<file path="src/rtl/mem_port_arbiter.sv">
// rtl/mem_port_arbiter.sv - round-robin arbiter sharing one memory port between fetch and data paths
module mem_port_arbiter #(
  parameter int ADDR_W   = 16,
  parameter int DATA_W   = 32,
  parameter int WAIT_CYC = 0
) (
  input  logic              clk,
  input  logic              rst,
  input  logic              if_req,
  input  logic [ADDR_W-1:0] if_addr,
  output logic              if_gnt,
  output logic              if_done,
  output logic [DATA_W-1:0] if_rdata,
  input  logic              d_req,
  input  logic              d_we,
  input  logic [ADDR_W-1:0] d_addr,
  input  logic [DATA_W-1:0] d_wdata,
  output logic              d_gnt,
  output logic              d_done,
  output logic [DATA_W-1:0] d_rdata,
  output logic              mem_en,
  output logic              mem_we,
  output logic [ADDR_W-1:0] mem_addr,
  output logic [DATA_W-1:0] mem_wdata,
  input  logic [DATA_W-1:0] mem_rdata,
  output logic              busy
);

  typedef enum logic [1:0] {IDLE, ISSUE, WAIT, RESP} state_t;

  localparam logic OWN_IF = 1'b0;
  localparam logic OWN_D  = 1'b1;
  localparam int CW = (WAIT_CYC > 1) ? $clog2(WAIT_CYC) : 1;
  localparam logic [CW-1:0] CNT_INIT = (WAIT_CYC > 0) ? CW'(WAIT_CYC - 1) : '0;

  state_t            state, next_state;
  logic              owner, last_owner;
  logic              pick_d, any_req, sample_rd;
  logic [CW-1:0]     cnt;
  logic [ADDR_W-1:0] cap_addr;
  logic [DATA_W-1:0] cap_wdata;
  logic              cap_we;
  logic [DATA_W-1:0] if_rdata_q, d_rdata_q;

  assign any_req = if_req | d_req;

  always_ff @(posedge clk) begin
    if (rst) state <= IDLE;
    else     state <= next_state;
  end

  // On a tie the requester that did not own the previous access wins.
  always_comb begin
    next_state = state;
    pick_d     = 1'b0;
    sample_rd  = 1'b0;
    case (state)
      IDLE: begin
        if (if_req && d_req) pick_d = (last_owner == OWN_IF);
        else                 pick_d = d_req;
        if (any_req) next_state = ISSUE;
      end
      ISSUE: begin
        if (WAIT_CYC == 0) begin
          sample_rd  = 1'b1;
          next_state = RESP;
        end else begin
          next_state = WAIT;
        end
      end
      WAIT: begin
        if (cnt == '0) begin
          sample_rd  = 1'b1;
          next_state = RESP;
        end
      end
      RESP:    next_state = IDLE;
      default: next_state = IDLE;
    endcase
  end

  always_ff @(posedge clk) begin
    if (rst) begin
      owner      <= OWN_IF;
      last_owner <= OWN_D;
      cnt        <= '0;
      cap_addr   <= '0;
      cap_wdata  <= '0;
      cap_we     <= 1'b0;
      if_rdata_q <= '0;
      d_rdata_q  <= '0;
    end else begin
      if (state == IDLE && any_req) begin
        owner      <= pick_d;
        last_owner <= pick_d;
        cap_addr   <= pick_d ? d_addr : if_addr;
        cap_we     <= pick_d & d_we;
        cap_wdata  <= pick_d ? d_wdata : '0;
      end
      if (state == ISSUE)     cnt <= CNT_INIT;
      else if (state == WAIT) cnt <= cnt - 1'b1;
      // Stores leave d_rdata untouched.
      if (sample_rd) begin
        if (owner == OWN_IF) if_rdata_q <= mem_rdata;
        else if (!cap_we)    d_rdata_q  <= mem_rdata;
      end
    end
  end

  assign busy      = (state != IDLE);
  assign mem_en    = (state == ISSUE);
  assign mem_we    = (state == ISSUE) && cap_we;
  assign mem_addr  = cap_addr;
  assign mem_wdata = cap_wdata;
  assign if_gnt    = (state == ISSUE) && (owner == OWN_IF);
  assign d_gnt     = (state == ISSUE) && (owner == OWN_D);
  assign if_done   = (state == RESP)  && (owner == OWN_IF);
  assign d_done    = (state == RESP)  && (owner == OWN_D);
  assign if_rdata  = if_rdata_q;
  assign d_rdata   = d_rdata_q;

endmodule

</file>
<file path="config.mk">
export PLATFORM = sky130hd
export DESIGN_NAME = mem_port_arbiter
export DESIGN_NICKNAME = d
export VERILOG_FILES = /design/src/rtl/mem_port_arbiter.sv
export SDC_FILE = /design/constraint.sdc
export NUM_CORES = 1
export LEC_CHECK = 0
export BUFFER_PORTS_ARGS = -buffer_cell sky130_fd_sc_hd__clkbuf_2
export CORE_AREA = 2 2 121 94
export DETAILED_ROUTE_END_ITERATION = 8
export DIE_AREA = 0 0 123 96
export PLACE_DENSITY = 0.88
export SYNTH_ARGS = -nofsm -noshare
export SYNTH_HDL_FRONTEND = slang
export SYNTH_SLANG_ARGS = --single-unit
export TNS_END_PERCENT = 20
</file>
<file path="constraint.sdc">
create_clock -name clk -period 2.1 [get_ports clk]
set_clock_uncertainty 0.15 [all_clocks]
set_input_delay 0.21 -clock clk [delete_from_list [all_inputs] [get_ports clk]]
set_output_delay 0.21 -clock clk [all_outputs]
set_load 0.02 [all_outputs]
</file>
# After elaboration in Yosys (flattened, before gate mapping)
# Index checks and enable logic that the tools add are counted.
[word_totals]
regBits = 118
in_bits = 101
[classes]
n_addsub = 1
eq_ne = 5
mux = 9
bitwise = 5
n_reduce_logical = 13
[ops]
columns = ["operator", "count"]
rows = [
  ["$mux W32", 1],
  ["$mux W16", 1],
  ["$pmux W2 S4", 1],
  ["$logic_and A1 B1 Y1", 7],
  ["$eq A2 B2 Y1 const B", 2],
  ["$mux W2", 2],
  ["$ne A2 B2 Y1 const B", 2],
  ["$reduce_and A2 Y1", 2],
  ["$mux W1", 3],
  ["$not A1 Y1", 3],
  ["$reduce_and A3 Y1", 1],
  ["$eq A2 B1 Y1 const B", 1],
  ["$logic_not A2 Y1", 1],
  ["$pmux W1 S2", 1],
  ["$reduce_bool A2 Y1", 1],
  ["$reduce_or A2 Y1", 1],
  ["$and A1 B1 Y1", 1],
  ["$or A1 B1 Y1", 1],
  ["$sub A1 B1 Y1 const B", 1],
]

# Longest topological paths before layout
# Gate-level depths: netlist of the first run.
[depth]
word_depth = 4
ltp_mapped = 8
ltp_nobuf = 5

# Worst setup path before layout of the first run
# OpenSTA, ideal clock, no wires.
[synth_path]
kind = "register to register"
startpoint = "reg state[0]"
endpoint = "reg cap_addr[10], in the netlist mem_addr[10]"
setup_ps = 112
t_arrival_ps = 1617
required_ps = 1838
setup_slack_ps = 221
path_stages_with_launch = 9
n_path_buf = 3
synth_period_minus_slack_ps = 1879
cell_sequence = "dfxtp_1 inv_1 ha_1 and2_1 buf_6 and2_4 buf_6 buf_6 a2111oi_1"
[synth_via]
elab_chain_len = 3
elab_cells_between_ends = 4
cone_classes = "mux (2); reduce/logical (2)"
[synth_rtl]
columns = ["item", "line", "text"]
rows = [
  ["start, declared", "36", "state_t state, next_state;"],
  ["start signal, assigned", "49", "else state <= next_state;"],
  ["$logic_not A2 Y1 *", "57, 93", ""],
  ["$mux W1", "57", "case (state)"],
  ["$mux W16", "96", "cap_addr <= pick_d ? d_addr : if_addr;"],
  ["end signal, assigned", "96", ""],
  ["end, declared", "40", "logic [ADDR_W-1:0] cap_addr;"],
]
# Mark *: on every way between the ends. The rest lies on a longest branch, timed or not.
# A chain may end at the register's enable or synchronous reset.

# Worst setup path after layout of the first run
[layout_path]
startpoint = "reg state[0]"
endpoint = "out busy"
[layout_via]
elab_chain_len = 1
[layout_rtl]
columns = ["item", "line", "text"]
rows = [
  ["$reduce_bool A2 Y1", "110", "assign busy = (state != IDLE);"],
  ["end, declared", "26", "output logic busy"],
]
# No other way between the ends.

==> out/metrics.csv, run 1 <==
metric;value;unit
status;finished clean;
CP endpoint kind;output pin;
vias in the first global route;4792;
Die Area;11800;um2
GRT overflow;0;
CTS max path bufs;2;
DR vias;4813;
CP endpoint;busy;
number of remaining DRC errors;0;
placed cell area;6050;um2
Max Clk Rate;0.511;GHz
nets;875;
Yosys top cell area share;0.485;
Worst Setup SP;state[0];
GRT Util Overall;0.240;
H-tree depth;4;
antenna viol nets, final;0;
r2r setup slk;210;ps
Post-Place Setup Slack;124;ps
Cell Pwr Density;961;nW/um2
commonest cells after routing, fill and taps aside;218 x clkbuf_2, 118 x dfxtp_1, 100 x nand2b_1;
EDFF count, synth;0;
Worst R2R Path Depth;5;
core region area;10700;um2
WL/cell;15.9;um
Post-Route WL;14700;um
Port Buf Inserts;219;
RR Endpoint;mem_addr[12];
Max VDD drop;0.000685;V
Post-Syn Instances;487;
cell row count;33;
Setup TNS Final;0;ps
Worst R2R Start;state[0];
Total Power;0.00717;W
die width;123;um
clock sinks;118;
fin util;0.700;
Root Buffer;clkbuf_16;
ant diodes;0;
synthesized flop and latch total;118;
Final Max Slew Viols;0;
Worst setup SP type;register;
Crit Path Class;reg -> out;
initial antenna violation count;0;
Starting Density;0.457;
Synthesized Nets;592;
first-pass GRT wire length;22300;um
most area-consuming cells after synthesis;dfxtp_1 48%, mux2i_1 13%, nand2b_1 13%, a32oi_1 5.9%, a2111oi_0 4.1%;
Cell Area, Synth;4870;um2
post-synth cell types;27;
RSZ-0062 raised after global routing;false;
main flop type after synthesis;dfxtp_1;
area grow syn2layout;53.1;%
area leader, netlist;dfxtp_1;
CTS tree;built;
drt pass-1 iters;6;
post-route cell area;7460;um2
Final Hold Fails;0;
Worst-Skew Late Latency;390;ps
Avg Cell Area, Syn;10.0;um2
Arr. time, crit path;1600;ps
Period Utilization, post-route;0.932;
Slew @ Worst Pin;637;ps
Async SR Flop Fraction;0;
# setup viols final;0;
min Tclk post-route;1960;ps
Rel. slew slack;0.575;
commonest non-fill, non-tap cell in the layout;clkbuf_2;
vias per inst;5.21;
cts bufs inserted;17;
gpl congestion;0.770;
Max Cap Violations;0;
clk slew on worst S/H paths;60;ps
HPWL after detailed placement;8670;um
Req. time, crit path;1740;ps
register area share after synthesis;0.485;
Die H;96;um
Leak;3.49;nW
hold crit path type;in -> reg;
Iter 0 DRT Violations;167;
largest net degree at the start of global routing;76;
layout cell share with drive strength beyond 1;0.341;
CP max FO;17;
io pins;220;
fin worst setup slack;142;ps
warnings from Yosys;0;
## worst min-delay path by stage
stage               startpoint           end  slack [ps]  depth (start not counted)
floorplan           d_addr[10]  mem_addr[10]         200                          2
global placement    d_addr[12]  mem_addr[12]         290                          3
detailed placement  d_addr[11]  mem_addr[11]         300                          3
CTS                     if_req    last_owner          80                          3
global route            if_req    last_owner          70                          3
finish                  if_req    last_owner          80                          3
## synth_stat cells, drive strengths merged (4+ instances only)
master / instances
dfxtp: 118
nand2b: 100
mux2i: 65
nor2: 54
a32oi: 33
a2111oi: 32
clkbuf: 29
inv: 20
buf: 14
and2: 5
ha: 4
## where the power goes
| group | switching [W] | leakage, nW | internal (W) | total, W |
|---|---|---|---|---|
| Clock | 0.00105 | 0.261 | 0.00175 | 0.00280 |
| Combinational | 0.00103 | 2.27 | 0.000699 | 0.00173 |
| Sequential | 0.000151 | 0.961 | 0.00249 | 0.00264 |
## critical path, cell delays in order, from the launching register on
cell,delay [ps]
dfxtp_1,330
inv_1,100
ha_2,250
clkinvlp_4,270
clkbuf_2,250
## cell type report
cell class	count	area (um2)
Clock buffer	18	429
Clock inverter	14	153
Fill cell	751	3190
Inverter	20	78.8
Multi-Input combinational cell	306	2260
Sequential cell	118	2360
Tap cell	140	175
Timing Repair Buffer	307	2000
## layer usage
| metal | share of wire | track usage |
|---|---|---|
| met1 | 0.39 | 0.256 |
| met3 | 0.067 | 0.0646 |
| met5 | 0 | 0 |
| met2 | 0.51 | 0.432 |
| met4 | 0.037 | 0.138 |
## flip-flops by register name, indices dropped and copies added, names as in the netlist
name	count
d_rdata	32
if_rdata	32
mem_wdata	32
mem_addr	16
state	2
cap_we	1
cnt	1
last_owner	1
owner	1
## metrics by stage
stage | hold slack (ps) | cells
final | 77.7 | 923
after global routing | 70.3 | 923
after CTS | 76.4 | 923
after detailed placement | 301 | 810
after global placement | 294 | 810
after floorplan | 198 | 487
## kinds of logic after synthesis
family,Yosys count,synth area share
multiplexers,66,0.136
buffers and inverters,63,0.0563
adder cells (fa/ha/maj),4,0.0103
AND/OR/NAND/NOR,163,0.181
XOR/XNOR,1,0.00180
AO/OA/AOI/OAI,72,0.129
flip-flops,118,0.485
## timing repair
action | 4_1_cts | 5_1_grt
hold buffers | 81 | 0
resized for setup | 2 | 4
gates cloned | 0 | 0
endpoints found under the hold margin | 113 | 0
buffers inserted | 0 | 0
endpoints found under the setup margin | 2 | 16
Power figures use the tool's default switching activity.
==> run 2: changes to the inputs <==
Settings changed: CTS_BUF_LIST set to sky130_fd_sc_hd__clkbuf_4 sky130_fd_sc_hd__clkbuf_8 sky130_fd_sc_hd__clkbuf_16, RECOVER_POWER set to 25, TNS_END_PERCENT 20 to unset.
==> out/metrics.csv, run 2 (synthesized netlist as in run 1, its figures left out) <==
metric;value;unit;change
GRT Util Overall;0.240;;unchanged
gpl congestion;0.770;;unchanged
CP endpoint kind;output pin;;
Max Clk Rate;0.514;GHz;+0.70%
Worst setup SP type;register;;
clk slew on worst S/H paths;60;ps;about the same
Clk pwr share;0.392;;about the same
io pins;220;;unchanged
Post-Place Setup Slack;124;ps;unchanged
CP max FO;17;;unchanged
status;finished clean;;
first-pass GRT wire length;22300;um;unchanged
CTS max path bufs;2;;unchanged
H-tree depth;4;;unchanged
Setup TNS Final;0;ps;unchanged
Max Cap Violations;0;;unchanged
vias per inst;5.20;;-0.36%
Req. time, crit path;1740;ps;about the same
cts bufs inserted;17;;unchanged
min Tclk post-route;1940;ps;-13.5 ps
fin worst setup slack;156;ps;+13.5 ps
GRT overflow;0;;unchanged
Leak;3.31;nW;-5.2%
drt pass-1 iters;4;;-2
area grow syn2layout;52.1;%;
ant diodes;0;;unchanged
logic gate share of total power;0.240;;about the same
CTS tree;built;;
Die H;96;um;unchanged
Crit Path Class;reg -> out;;
Arr. time, crit path;1580;ps;-20 ps
Starting Density;0.457;;unchanged
antenna viol nets, final;0;;unchanged
Iter 0 DRT Violations;185;;+11%
layout cell share with drive strength beyond 1;0.268;;-0.0731
hold crit path type;in -> reg;;
DR vias;4801;;-0.25%
Post-Route WL;14700;um;+0.14%
number of remaining DRC errors;0;;unchanged
P_sw;0.00223;W;about the same
HPWL after detailed placement;8670;um;unchanged
largest net degree at the start of global routing;76;;unchanged
Root Buffer;clkbuf_16;;
Worst-Skew Late Latency;390;ps;about the same
Final Hold Fails;0;;unchanged
Port Buf Inserts;219;;unchanged
sequential share of power;0.368;;about the same
Int Pwr;0.00494;W;about the same
vias in the first global route;4792;;unchanged
core region area;10700;um2;unchanged
initial antenna violation count;0;;unchanged
clock sinks;118;;unchanged
Cell Pwr Density;968;nW/um2;+0.77%
switch share;0.311;;about the same
Max VDD drop;0.000682;V;-0.46%
commonest non-fill, non-tap cell in the layout;clkbuf_2;;
Period Utilization, post-route;0.926;;-0.00645
# setup viols final;0;;unchanged
RSZ-0062 raised after global routing;false;;
die width;123;um;unchanged
nets;876;;+0.11%
Slew @ Worst Pin;642;ps;+4.78 ps
commonest cells after routing, fill and taps aside;160 x clkbuf_2, 118 x dfxtp_1, 100 x nand2b_1;;
WL/cell;15.9;um;about the same
cell row count;33;;unchanged
Rel. slew slack;0.572;;-0.00319
Final Max Slew Viols;0;;unchanged
Die Area;11800;um2;unchanged
-- run 2: cell types whose count changed in the layout (fill, tap and decap cells not counted), sizes merged --
cell / delta
buf: +1
-- run 2: power groups by stage --
stage | Combinational (W) | Clock [W] | Sequential (W)
after floorplan | 0.000776 | 0 | 0.00293
after global placement | 0.00152 | 0 | 0.00266
after detailed placement | 0.00156 | 0 | 0.00267
after CTS | 0.00170 | 0.00286 | 0.00263
after global routing | 0.00185 | 0.00296 | 0.00266
final | 0.00172 | 0.00281 | 0.00264
-- run 2: layout make-up --
class | instances | area, um2
Timing Repair Buffer | 308 | 1950
Fill cell | 797 | 3250
Clock buffer | 18 | 433
Tap cell | 140 | 175
Sequential cell | 118 | 2360
Clock inverter | 14 | 153
Inverter | 20 | 78.8
Multi-Input combinational cell | 306 | 2260
-- run 2: routing by layer --
| layer | track usage | vias up | share of wire |
|---|---|---|---|
| met2 | 0.432 | 227 | 0.52 |
| met5 | 0 | - | 0 |
| met3 | 0.0646 | 49 | 0.066 |
| li1 | - | 2268 | - |
| met4 | 0.138 | 0 | 0.035 |
| met1 | 0.256 | 2257 | 0.38 |
-- run 2: critical path, stage by stage (launching register included) --
cell	delay (ps)
dfxtp_1	330
inv_1	100
ha_1	290
clkinvlp_4	150
buf_12	160
clkbuf_2	150
-- run 2: repair_timing --
action,in CTS,in global routing
hold buffers,81,0
setup buffers,0,1
hold endpoints to repair,113,0
endpoints found under the setup margin,2,16
gates resized for setup,2,2
-- run 2: path summary, 6_finish.rpt --
check	from	endpoint	slack (ps)	cells after the start
worst max register to register	state[0]	mem_addr[12]	200	6
worst min-delay path	if_req	last_owner	80	3
worst min register to register	if_rdata[13]	if_rdata[13]	320	2
worst max-delay path	state[0]	busy	160	5
-- run 2: through the flow --
stage	hold WS [ps]	instance area, um2	total power, W	instances	utilization
2_1_floorplan	198	4870	0.00370	487	-
3_3_place_gp	294	6050	0.00418	810	0.568
3_5_place_dp	301	6050	0.00424	810	0.568
4_1_cts	76.4	7450	0.00719	923	0.700
5_1_grt	72.2	7410	0.00747	924	0.695
6_report	78.0	7410	0.00717	924	0.695
==> run 3: changes to the inputs <==
Settings changed: BUFFER_PORTS_ARGS -buffer_cell sky130_fd_sc_hd__clkbuf_2 to unset, CORE_AREA 2 2 121 94 to 2 2 125 97, DIE_AREA 0 0 123 96 to 0 0 127 99, DONT_BUFFER_PORTS set to 1, PLACE_DENSITY 0.88 to 0.64.
==> out/metrics.csv, run 3 (synthesized netlist as in run 1, its figures left out) <==
metric;value;unit;change
status;finished clean;;
Max VDD drop;0.000498;V;-27%
# fillers;919;;+15%
cts bufs inserted;17;;unchanged
commonest non-fill, non-tap cell in the layout;dlygate4sd3_1;;
CP max FO;17;;unchanged
Worst R2R Path Depth;6;;unchanged
Placed Cells incl. Taps;596;;-26%
antenna viol nets, final;0;;unchanged
Root Buffer;clkbuf_16;;
layout cell share with drive strength beyond 1;0.0825;;-0.185
vias in the first global route;4319;;-9.9%
# setup viols final;0;;unchanged
Hold Crit Depth;2;;-1
RSZ-0062 raised after global routing;false;;
fin worst setup slack;173;ps;+17.4 ps
Rel. slew slack;0.354;;-0.218
commonest cells after routing, fill and taps aside;120 x dlygate4sd3_1, 118 x dfxtp_1, 100 x nand2b_1;;
first-pass GRT wire length;21700;um;-2.9%
Arr. time, crit path;1570;ps;about the same
Worst-Skew Late Latency;400;ps;about the same
Int Pwr;0.00496;W;+0.33%
Port Buf Inserts;0;;-100%
Req. time, crit path;1740;ps;about the same
area grow syn2layout;39.7;%;
Post-Place Setup Slack;175;ps;+50.9 ps
GRT Util Overall;0.215;;-0.0258
gpl congestion;0.782;;+1.6%
clk slew on worst S/H paths;50;ps;about the same
Crit Path Class;reg -> out;;
vias per inst;5.46;;+5.1%
Non-Filler Instances;750;;-19%
drt pass-1 iters;5;;+1
Max Clk Rate;0.519;GHz;+0.90%
Post-Route WL;13500;um;-8.0%
Iter 0 DRT Violations;241;;+30%
sequential share of power;0.417;;+0.049
Slew @ Worst Pin;969;ps;+327 ps
H-tree depth;4;;unchanged
switch share;0.300;;-0.0114
io pins;220;;unchanged
min Tclk post-route;1930;ps;-17.4 ps
Total Power;0.00708;W;-1.3%
WL/cell;18.0;um;+13%
Starting Density;0.430;;-0.0268
number of remaining DRC errors;0;;unchanged
clock sinks;118;;unchanged
Die Area;12600;um2;+6.5%
Clk pwr share;0.415;;+0.023
hold crit path type;in -> reg;;
cell row count;34;;+3.0%
largest net degree at the start of global routing;114;;+50%
Die H;99;um;+3.1%
logic gate share of total power;0.168;;-0.072
Final Hold Fails;0;;unchanged
HPWL after detailed placement;7520;um;-13%
Leak;2.67;nW;-19%
CTS max path bufs;2;;unchanged
core region area;11300;um2;+6.2%
Setup TNS Final;0;ps;unchanged
nets;698;;-20%
CP endpoint kind;output pin;;
Cell Pwr Density;1040;nW/um2;+7.5%
initial antenna violation count;0;;unchanged
Max Cap Violations;0;;unchanged
CTS tree;built;;
die width;127;um;+3.3%
Final Max Slew Viols;0;;unchanged
Period Utilization, post-route;0.918;;-0.00827
Worst setup SP type;register;;
GRT overflow;0;;unchanged
P_sw;0.00212;W;-4.9%
ant diodes;0;;unchanged
DR vias;4097;;-15%
run 3: power by group through the flow:
stage / sequential [W] / clock [W] / combinational [W]
2_1_floorplan: 0.00293 / 0 / 0.000776
3_3_place_gp: 0.00299 / 0 / 0.000898
3_5_place_dp: 0.00299 / 0 / 0.000935
4_1_cts: 0.00295 / 0.00299 / 0.00116
5_1_grt: 0.00297 / 0.00311 / 0.00131
6_report: 0.00295 / 0.00294 / 0.00119
run 3: per-stage QoR:
step / instance area, um2 / hold WS, ps / utilization
floorplan: 4870 / 198 / -
global placement: 4950 / 145 / 0.438
detailed placement: 4950 / 149 / 0.438
CTS: 6780 / 56.0 / 0.600
global route: 6800 / 88.3 / 0.601
finish: 6800 / 87.0 / 0.601
run 3: final timing paths:
path | from | to | slack [ps]
worst max-delay path | state[0] | busy | 170
worst min-delay path | if_addr[14] | mem_addr[14] | 90
worst max register to register | state[0] | mem_addr[6] | 220
worst min register to register | last_owner | last_owner | 330
run 3: layout make-up:
class	count	area (um2)	share of cell area
Timing Repair Buffer	130	1320	0.194
Tap cell	144	180	0.0265
Sequential cell	118	2360	0.347
Inverter	20	78.8	0.0116
Clock buffer	20	448	0.0658
Clock inverter	12	154	0.0226
Multi-Input combinational cell	306	2260	0.332
run 3: per-layer routing:
layer,GRT usage,vias up,wire [um]
met5,0,-,0
met1,0.249,1963,5600
met3,0.0814,29,1010
met4,0.0913,0,267
met2,0.357,180,6650
li1,-,1925,-
run 3: worst max-delay path: stages, from the launching register on:
cell and delay (ps):
dfxtp_1 330, inv_1 110, ha_2 270, clkinvlp_4 100, buf_4 190, buf_4 170
run 3: what timing repair did:
item	in CTS	in global routing
endpoints found under the setup margin	0	13
gates resized for setup	0	6
buffers inserted	0	1
hold endpoints to repair	118	0
hold buffers	121	0
